--- src/rtl/sonar_tof_timer_pkg.sv ---
`default_nettype none
// ============================================================================
//  Module   : sonar_tof_timer_pkg
//  Purpose  : Shared definitions for the sonar time-of-flight timer: FSM
//             state encoding and the default tick-counter width.
//  Revision : 1.0 - initial release
// ============================================================================
package sonar_tof_timer_pkg;

    // Default width of the tick counter and of all tick-valued ports
    localparam int c_CNT_W_DEFAULT = 16;

    // Measurement FSM encoding; the numeric values are visible to software
    typedef enum logic [1:0] {
        ST_IDLE   = 2'd0,
        ST_BLANK  = 2'd1,
        ST_LISTEN = 2'd2,
        ST_DONE   = 2'd3
    } tof_state_t;

endpackage
`default_nettype wire

--- src/rtl/sonar_tof_timer_if.sv ---
`default_nettype none
// ============================================================================
//  Module   : sonar_tof_timer_if
//  Purpose  : Software-facing control/status bundle of the TOF timer.
//             master = register side (drives start and lengths),
//             slave  = the timer itself.
//  Revision : 1.0 - initial release
// ============================================================================
interface sonar_tof_timer_if
    import sonar_tof_timer_pkg::*;
#(
    parameter int CNT_W = c_CNT_W_DEFAULT
);
    logic             start_i;
    logic [CNT_W-1:0] blank_len_i;
    logic [CNT_W-1:0] max_len_i;
    logic [CNT_W-1:0] tof_o;
    logic             done_o;
    logic             timeout_o;
    logic             busy_o;
    logic             irq_o;

    modport master (
        output start_i, blank_len_i, max_len_i,
        input  tof_o, done_o, timeout_o, busy_o, irq_o
    );

    modport slave (
        input  start_i, blank_len_i, max_len_i,
        output tof_o, done_o, timeout_o, busy_o, irq_o
    );
endinterface
`default_nettype wire

--- src/rtl/sonar_cmp_qual.sv ---
`default_nettype none
// ============================================================================
//  Module   : sonar_cmp_qual
//  Purpose  : Samples the comparator on ce_pcm ticks while listening and
//             reports a qualified echo (hit_o) together with the tick value
//             at which the qualifying run began (hit_cnt_o).
//             Build option SONAR_TOF_DEBOUNCE_EN: an echo needs DEB_LEN
//             consecutive high samples; otherwise one high sample suffices.
//  Revision : 1.0 - initial release
// ============================================================================
module sonar_cmp_qual
    import sonar_tof_timer_pkg::*;
#(
    parameter int CNT_W = c_CNT_W_DEFAULT
`ifdef SONAR_TOF_DEBOUNCE_EN
    ,
    parameter int DEB_LEN = 4
`endif
) (
`ifdef SONAR_TOF_DEBOUNCE_EN
    input  wire logic             clk,
    input  wire logic             rst,
    input  wire logic             i_clr,
`endif
    input  wire logic             i_listen,
    input  wire logic             i_tick,
    input  wire logic             i_cmp,
    input  wire logic [CNT_W-1:0] i_tick_cnt,
    output logic                  hit_o,
    output logic [CNT_W-1:0]      hit_cnt_o
);

`ifdef SONAR_TOF_DEBOUNCE_EN
    localparam int c_RUN_W = $clog2(DEB_LEN + 1);
    localparam logic [c_RUN_W-1:0] c_RUN_LAST = c_RUN_W'(DEB_LEN - 1);

    logic [c_RUN_W-1:0] r_run;
    logic [CNT_W-1:0]   r_run_start;
    logic               w_sample_hi;

    assign w_sample_hi = i_listen & i_tick & i_cmp;

    // The sample that completes the run is the qualifying one; the run's
    // first tick is the reported echo time.
    assign hit_o     = w_sample_hi && (r_run == c_RUN_LAST);
    assign hit_cnt_o = (r_run == '0) ? i_tick_cnt : r_run_start;

    // Track the length and start tick of the current run of high samples
    always_ff @(posedge clk or posedge rst) begin
        if (rst) begin
            r_run       <= '0;
            r_run_start <= '0;
        end else if (i_clr) begin
            r_run       <= '0;
        end else if (i_listen && i_tick) begin
            if (i_cmp) begin
                if (r_run == '0) begin
                    r_run_start <= i_tick_cnt;
                end
                if (r_run != c_RUN_LAST) begin
                    r_run <= r_run + c_RUN_W'(1);
                end
            end else begin
                r_run <= '0;
            end
        end
    end
`else
    // Any high sample on a listening tick is an echo at that tick
    assign hit_o     = i_listen & i_tick & i_cmp;
    assign hit_cnt_o = i_tick_cnt;
`endif

endmodule
`default_nettype wire

--- src/rtl/sonar_tof_timer.sv ---
`default_nettype none
// ============================================================================
//  Module   : sonar_tof_timer
//  Purpose  : Echo time-of-flight timer. Counts ce_pcm ticks from a software
//             start pulse to the first qualified comparator assertion after a
//             blanking window, or flags a timeout. Reports TOF, done/timeout
//             status and a one-cycle IRQ on completion.
//             Build option SONAR_TOF_DEBOUNCE_EN enables comparator debounce
//             (DEB_LEN consecutive high samples).
//  Revision : 1.0 - initial release
// ============================================================================
module sonar_tof_timer
    import sonar_tof_timer_pkg::*;
#(
    parameter int CNT_W = c_CNT_W_DEFAULT
`ifdef SONAR_TOF_DEBOUNCE_EN
    ,
    parameter int DEB_LEN = 4
`endif
) (
    input  wire logic        wb_clk_i,
    input  wire logic        wb_rst_i,
    input  wire logic        mclear,
    input  wire logic        ce_pcm,
    input  wire logic        cmp,
    sonar_tof_timer_if.slave bus
);

    localparam logic [CNT_W-1:0] c_ALL_ONES = '1;

    tof_state_t       r_state;
    logic [CNT_W-1:0] r_cnt;
    logic [CNT_W-1:0] r_tof;
    logic             r_done;
    logic             r_timeout;
    logic             r_busy;
    logic             r_irq;

    logic [CNT_W-1:0] w_cnt_next;
    logic [CNT_W-1:0] w_limit;
    logic             w_listen;
    logic             w_hit;
    logic [CNT_W-1:0] w_hit_cnt;

    // Tick value this tick would carry; the counter saturates instead of wrapping
    assign w_cnt_next = (r_cnt == c_ALL_ONES) ? r_cnt : r_cnt + CNT_W'(1);
    // A zero max length means "as long as the counter can go"
    assign w_limit    = (bus.max_len_i == '0) ? c_ALL_ONES : bus.max_len_i;
    assign w_listen   = (r_state == ST_LISTEN);

    sonar_cmp_qual #(
        .CNT_W      (CNT_W)
`ifdef SONAR_TOF_DEBOUNCE_EN
        ,
        .DEB_LEN    (DEB_LEN)
`endif
    ) u_cmp_qual (
`ifdef SONAR_TOF_DEBOUNCE_EN
        .clk        (wb_clk_i),
        .rst        (wb_rst_i),
        .i_clr      (mclear | bus.start_i | ~w_listen),
`endif
        .i_listen   (w_listen),
        .i_tick     (ce_pcm),
        .i_cmp      (cmp),
        .i_tick_cnt (w_cnt_next),
        .hit_o      (w_hit),
        .hit_cnt_o  (w_hit_cnt)
    );

    // Measurement FSM with tick counter and registered status outputs
    always_ff @(posedge wb_clk_i or posedge wb_rst_i) begin
        if (wb_rst_i) begin
            r_state   <= ST_IDLE;
            r_cnt     <= '0;
            r_tof     <= '0;
            r_done    <= 1'b0;
            r_timeout <= 1'b0;
            r_busy    <= 1'b0;
            r_irq     <= 1'b0;
        end else if (mclear) begin
            r_state   <= ST_IDLE;
            r_cnt     <= '0;
            r_tof     <= '0;
            r_done    <= 1'b0;
            r_timeout <= 1'b0;
            r_busy    <= 1'b0;
            r_irq     <= 1'b0;
        end else if (bus.start_i) begin
            // (Re)start; a coincident tick is not counted
            r_state   <= (bus.blank_len_i == '0) ? ST_LISTEN : ST_BLANK;
            r_cnt     <= '0;
            r_done    <= 1'b0;
            r_timeout <= 1'b0;
            r_busy    <= 1'b1;
            r_irq     <= 1'b0;
        end else begin
            r_irq <= 1'b0;
            case (r_state)
                ST_BLANK: begin
                    if (ce_pcm) begin
                        r_cnt <= w_cnt_next;
                        // Timeout takes priority so a limit inside the
                        // blanking window still terminates the measurement
                        if (w_cnt_next == w_limit) begin
                            r_state   <= ST_DONE;
                            r_tof     <= c_ALL_ONES;
                            r_timeout <= 1'b1;
                            r_done    <= 1'b1;
                            r_busy    <= 1'b0;
                            r_irq     <= 1'b1;
                        end else if (w_cnt_next == bus.blank_len_i) begin
                            r_state <= ST_LISTEN;
                        end
                    end
                end
                ST_LISTEN: begin
                    if (ce_pcm) begin
                        r_cnt <= w_cnt_next;
                        // An echo on the limit tick still counts as an echo
                        if (w_hit) begin
                            r_state <= ST_DONE;
                            r_tof   <= w_hit_cnt;
                            r_done  <= 1'b1;
                            r_busy  <= 1'b0;
                            r_irq   <= 1'b1;
                        end else if (w_cnt_next == w_limit) begin
                            r_state   <= ST_DONE;
                            r_tof     <= c_ALL_ONES;
                            r_timeout <= 1'b1;
                            r_done    <= 1'b1;
                            r_busy    <= 1'b0;
                            r_irq     <= 1'b1;
                        end
                    end
                end
                default: begin
                    // IDLE and DONE wait for start or master clear
                end
            endcase
        end
    end

    assign bus.tof_o     = r_tof;
    assign bus.done_o    = r_done;
    assign bus.timeout_o = r_timeout;
    assign bus.busy_o    = r_busy;
    assign bus.irq_o     = r_irq;

endmodule
`default_nettype wire
--- src/flat_wrapper.sv ---
// flat-port wrapper written by rule: the top's interface ports become plain ports
module sonar_tof_timer_flat import sonar_tof_timer_pkg::*;
#(
    parameter int CNT_W = c_CNT_W_DEFAULT

)
  (wb_clk_i, wb_rst_i, mclear, ce_pcm, cmp, bus_start_i, bus_blank_len_i, bus_max_len_i, bus_tof_o, bus_done_o, bus_timeout_o, bus_busy_o, bus_irq_o);
  sonar_tof_timer_if #(.CNT_W(CNT_W)) bus_i ();
  input  wire logic wb_clk_i;
  input  wire logic wb_rst_i;
  input  wire logic mclear;
  input  wire logic ce_pcm;
  input  wire logic cmp;
  input wire logic [$bits(bus_i.start_i)-1:0] bus_start_i;
  input wire logic [$bits(bus_i.blank_len_i)-1:0] bus_blank_len_i;
  input wire logic [$bits(bus_i.max_len_i)-1:0] bus_max_len_i;
  output wire logic [$bits(bus_i.tof_o)-1:0] bus_tof_o;
  output wire logic [$bits(bus_i.done_o)-1:0] bus_done_o;
  output wire logic [$bits(bus_i.timeout_o)-1:0] bus_timeout_o;
  output wire logic [$bits(bus_i.busy_o)-1:0] bus_busy_o;
  output wire logic [$bits(bus_i.irq_o)-1:0] bus_irq_o;
  assign bus_i.start_i = bus_start_i;
  assign bus_i.blank_len_i = bus_blank_len_i;
  assign bus_i.max_len_i = bus_max_len_i;
  assign bus_tof_o = bus_i.tof_o;
  assign bus_done_o = bus_i.done_o;
  assign bus_timeout_o = bus_i.timeout_o;
  assign bus_busy_o = bus_i.busy_o;
  assign bus_irq_o = bus_i.irq_o;
  sonar_tof_timer #(.CNT_W(CNT_W)) u_core (.wb_clk_i(wb_clk_i), .wb_rst_i(wb_rst_i), .mclear(mclear), .ce_pcm(ce_pcm), .cmp(cmp), .bus(bus_i));
endmodule
--- config.mk ---
export PLATFORM = sky130hd
export DESIGN_NAME = sonar_tof_timer_flat
export DESIGN_NICKNAME = d
export VERILOG_FILES = /design/src/rtl/sonar_tof_timer_pkg.sv /design/src/rtl/sonar_tof_timer_if.sv /design/src/rtl/sonar_cmp_qual.sv /design/src/rtl/sonar_tof_timer.sv /design/src/flat_wrapper.sv
export SDC_FILE = /design/constraint.sdc
export NUM_CORES = 1
export LEC_CHECK = 0
export CELL_PAD_IN_SITES_DETAIL_PLACEMENT = 1
export CELL_PAD_IN_SITES_GLOBAL_PLACEMENT = 1
export CORE_AREA = 5 5 101 103
export DETAILED_ROUTE_END_ITERATION = 6
export DIE_AREA = 0 0 106 108
export MAX_ROUTING_LAYER = met4
export PLACE_DENSITY_LB_ADDON = 0.25
export SLEW_MARGIN = 20
export SYNTH_ARGS = -nofsm -noshare
export SYNTH_HDL_FRONTEND = slang
export SYNTH_SLANG_ARGS = --single-unit
--- constraint.sdc ---
create_clock -name wb_clk_i -period 3.45 [get_ports wb_clk_i]
set_input_delay 0.69 -clock wb_clk_i [delete_from_list [all_inputs] [get_ports wb_clk_i]]
set_output_delay 0.69 -clock wb_clk_i [all_outputs]
set_load 0.05 [all_outputs]
==> impl_metrics.csv <==
group,metric,value,unit
final_layout,fin_nets,536,
global_route,grt_overflow,0,
final_layout,multi_input_comb_area,2270,sq um
setup_path,slowest_stage,"clkdlybuf4s50_1",
timing,clock.fmax,300,MHz
setup_path,cp_max_fo,8,
setup_path,required,3.66,ns
global_route,met1_usage,28.8,%
setup_path,crit_family,"buffers and inverters",
power,p_leak,1.82,nW
final_layout,final_layout_size_suffix_gt1_share,26.6,%
detailed_routing,firstDrtPassIters,4,
power,power.density,237,nW/um^2
yosys,synth_top_family_by_area,"simple AND/OR/NAND/NOR gates",
detailed_routing,final_antenna_net_count,0,
placed_design,dp_slack,-0.312,ns
floorplanning,initial_core_util,35.6,%
yosys,synth_xor_area_share,9.14,%
clock_tree,clk_latency,0.30,ns
setup_path,path_class,"in2reg",
yosys,yosys.area.top_type_share,29.3,%
yosys,ys_warn_count,0,
timing,slew_violations,0,
global_route,met3_usage,2.93,%
yosys,synth_edf_count,0,
global_route,globalRoute.busiestLayer,"met2",
global_route,grt_pass1_vias,3706,
timing,tightest_slew,0.569,ns
yosys,synth-compound-area-share,21.9,%
yosys,netlist_instances,384,
run_status,status,"finished clean",
timing,min_period_over_period,96.6,%
timing,setup_viol,0,
final_layout,final_common_cell,"buf_4",
final_layout,diodes,0,
power,irDropWorstVdd,0.158,mV
clock_tree,cts_buffer_depth,2,
yosys,seq_area_frac_synth,29.3,%
setup_path,start_kind,"primary input",
setup_path,rrSetupSlack,0.16,ns
clock_tree,cts_root_buffer,"clkbuf_8",
final_layout,final_cell_mix,"buf_4 (68), clkdlybuf4s50_1 (57), nor2_1 (53)",
setup_path,path_cells,"clkdlybuf4s50_1 > nor4_1 > buf_4 > and4_2 > buf_4 > buf_4 > nor3_1 > mux2i_1 > a32oi_2 > nand4_2 > buf_4 > nor4_4 > buf_4 > clkbuf_16 > nor2_1 > a221oi_1",
final_layout,final_area,4670,sq um
clock_tree,cts_tree,"yes",
clock_tree,cts.sinks,38,
placed_design,dp_hpwl,9.73,mm
yosys,ys_async_sr_fraction,100,%
yosys,synthFlopType,"dfrtp_1",
setup_path,cp_num_buf_inv,7,
yosys,synthAdderAreaFrac,1.16,%
global_route,grt_first_pass_wirelength,19.4,mm
yosys,synth.distinct_cells,68,
detailed_routing,drc_errors,0,
global_route,grt_max_degree,39,
final_layout,fin_cells,607,
yosys,synth.area.mux_share,4.51,%
global_route,grtUsageTotal,22.0,%
flow_run,maxCapViolations,0,
timing,finClkSkew,0.00647,ns
floorplanning,core_area,9110,sq um
yosys,synth_nets,425,
placed_design,placedCellCount,595,
final_layout,nFillCells,1088,
yosys,yosys.area_share.simple,28.8,%
detailed_routing,vias_per_cell,5.80,
floorplanning,io_pins,58,
timing,setup_tns,0,ns
yosys,ys_seq_elements,38,
clock_tree,h-tree-depth,2,
yosys,ys_top_cells_by_area,"dfrtp_1 (29%), nor2_1 (6.1%), a221oi_2 (4.2%), xnor2_1 (4.0%), nor4_1 (3.5%)",
floorplanning,die-height,108,um
timing,finalHoldViolations,0,
clock_tree,cts_made_buffers,5,
placed_design,globalplace.congestion,0.879,
floorplanning,dieArea,11400,sq um
clock_tree,clk_pin_slew_worst_paths,0.09,ns
yosys,syn_avg_cell_area,8.45,sq um
setup_path,endpoint_kind,"flip-flop",
setup_path,slowest_delay,0.52,ns
clock_tree,ctsHoldBuffers,0,
final_layout,regArea,951,sq um
setup_path,cpMostUsedCell,"buf_4",
floorplanning,die_w,106,um
timing,min_period,3.33,ns
placed_design,portBuffers,57,
global_route,antenna_found_initial,0,
yosys,synth_top_cell_by_area,"dfrtp_1",
global_route,use_met2,35.2,%
placed_design,placed_area,4380,sq um
setup_path,critPathArrivalTime,3.54,ns
detailed_routing,dr_total_vias,3522,
timing,setup_slack,0.117,ns
detailed_routing,wl_per_cell,20.5,um
floorplanning,row_count,35,
hold_path,worstHoldPathType,"reg2reg",
detailed_routing,drt_iter0_markers,182,
yosys,syn_area,3250,sq um
detailed_routing,routed_wl,12.5,mm
timing,relSlewSlack,61.7,%
final_layout,areaGrowthSynthToFinish,44.0,%
==> stage by stage <==
| stage | utilization, % | total power [mW] | hold WS [ns] |
|---|---|---|---|
| after global routing | 51.3 | 1.15 | 0.547 |
| after floorplan | - | 0.584 | 0.519 |
| after CTS | 49.3 | 1.11 | 0.519 |
| after global placement | 48.1 | 0.705 | 0.491 |
| after detailed placement | 48.1 | 0.710 | 0.501 |
| final | 51.3 | 1.11 | 0.515 |
==> layout make-up <==
| class | count | share of cell area [%] |
|---|---|---|
| Tap cell | 111 | 2.97 |
| Inverter | 15 | 1.20 |
| Multi-Input combinational cell | 307 | 48.5 |
| Timing Repair Buffer | 128 | 24.5 |
| Clock inverter | 3 | 0.964 |
| Clock buffer | 5 | 1.47 |
| Sequential cell | 38 | 20.3 |
==> sequential cells by signal, indices dropped and copies added, names as in the netlist <==
register	count
u_core.bus.busy_o	1
u_core.bus.done_o	1
u_core.bus.irq_o	1
u_core.bus.timeout_o	1
u_core.bus.tof_o	16
u_core.r_cnt	16
u_core.r_state	2
==> worst paths after layout <==
kind                                    from              endpoint  cells past startpoint
max                        bus_max_len_i[11]   u_core.bus.tof_o[0]                     16
min                        u_core.bus.done_o     u_core.bus.done_o                      1
max reg2reg                  u_core.r_cnt[2]   u_core.bus.tof_o[0]                     13
min reg2reg                u_core.bus.done_o     u_core.bus.done_o                      1
max in group asynchronous           wb_rst_i   u_core.bus.tof_o[7]                      3
min in group asynchronous           wb_rst_i  u_core.bus.tof_o[10]                      3
==> repair_timing <==
action / 4_1_cts / 5_1_grt
endpoints found under the setup margin: 0 / 19
setup buffers: 0 / 3
resized for setup: 0 / 24
endpoints found under the hold margin: 0 / 0
==> power by group <==
part	switching, mW	internal, mW	total, mW
Sequential	0.00463	0.453	0.457
Combinational	0.138	0.113	0.251
Clock	0.183	0.215	0.399
==> cells in the mapped netlist, drive strengths merged, types with 11 or more instances <==
cell type / instances
a21oi: 23
a221oi: 15
clkbuf: 14
dfrtp: 38
inv: 15
nand2: 28
nand3: 11
nand4: 16
nor2: 53
nor3: 14
nor4: 20
xnor2: 15
xor2: 11
==> metal layers <==
| metal | share of wire (%) | vias to the layer above |
|---|---|---|
| met4 | 2.8 | 0 |
| li1 | - | 1649 |
| met5 | 0 | - |
| met2 | 48 | 99 |
| met1 | 45 | 1749 |
| met3 | 3.9 | 25 |
==> kinds of logic (layout without fill, tap and decap cells) <==
group           after synthesis  after routing
compound gates               89             89
mux                          13             13
flops                        38             38
buf+inv                      39            151
fa+ha+maj                     3              3
simple gates                173            173
xor+xnor                     29             29
(Power assumes the default switching activity.)
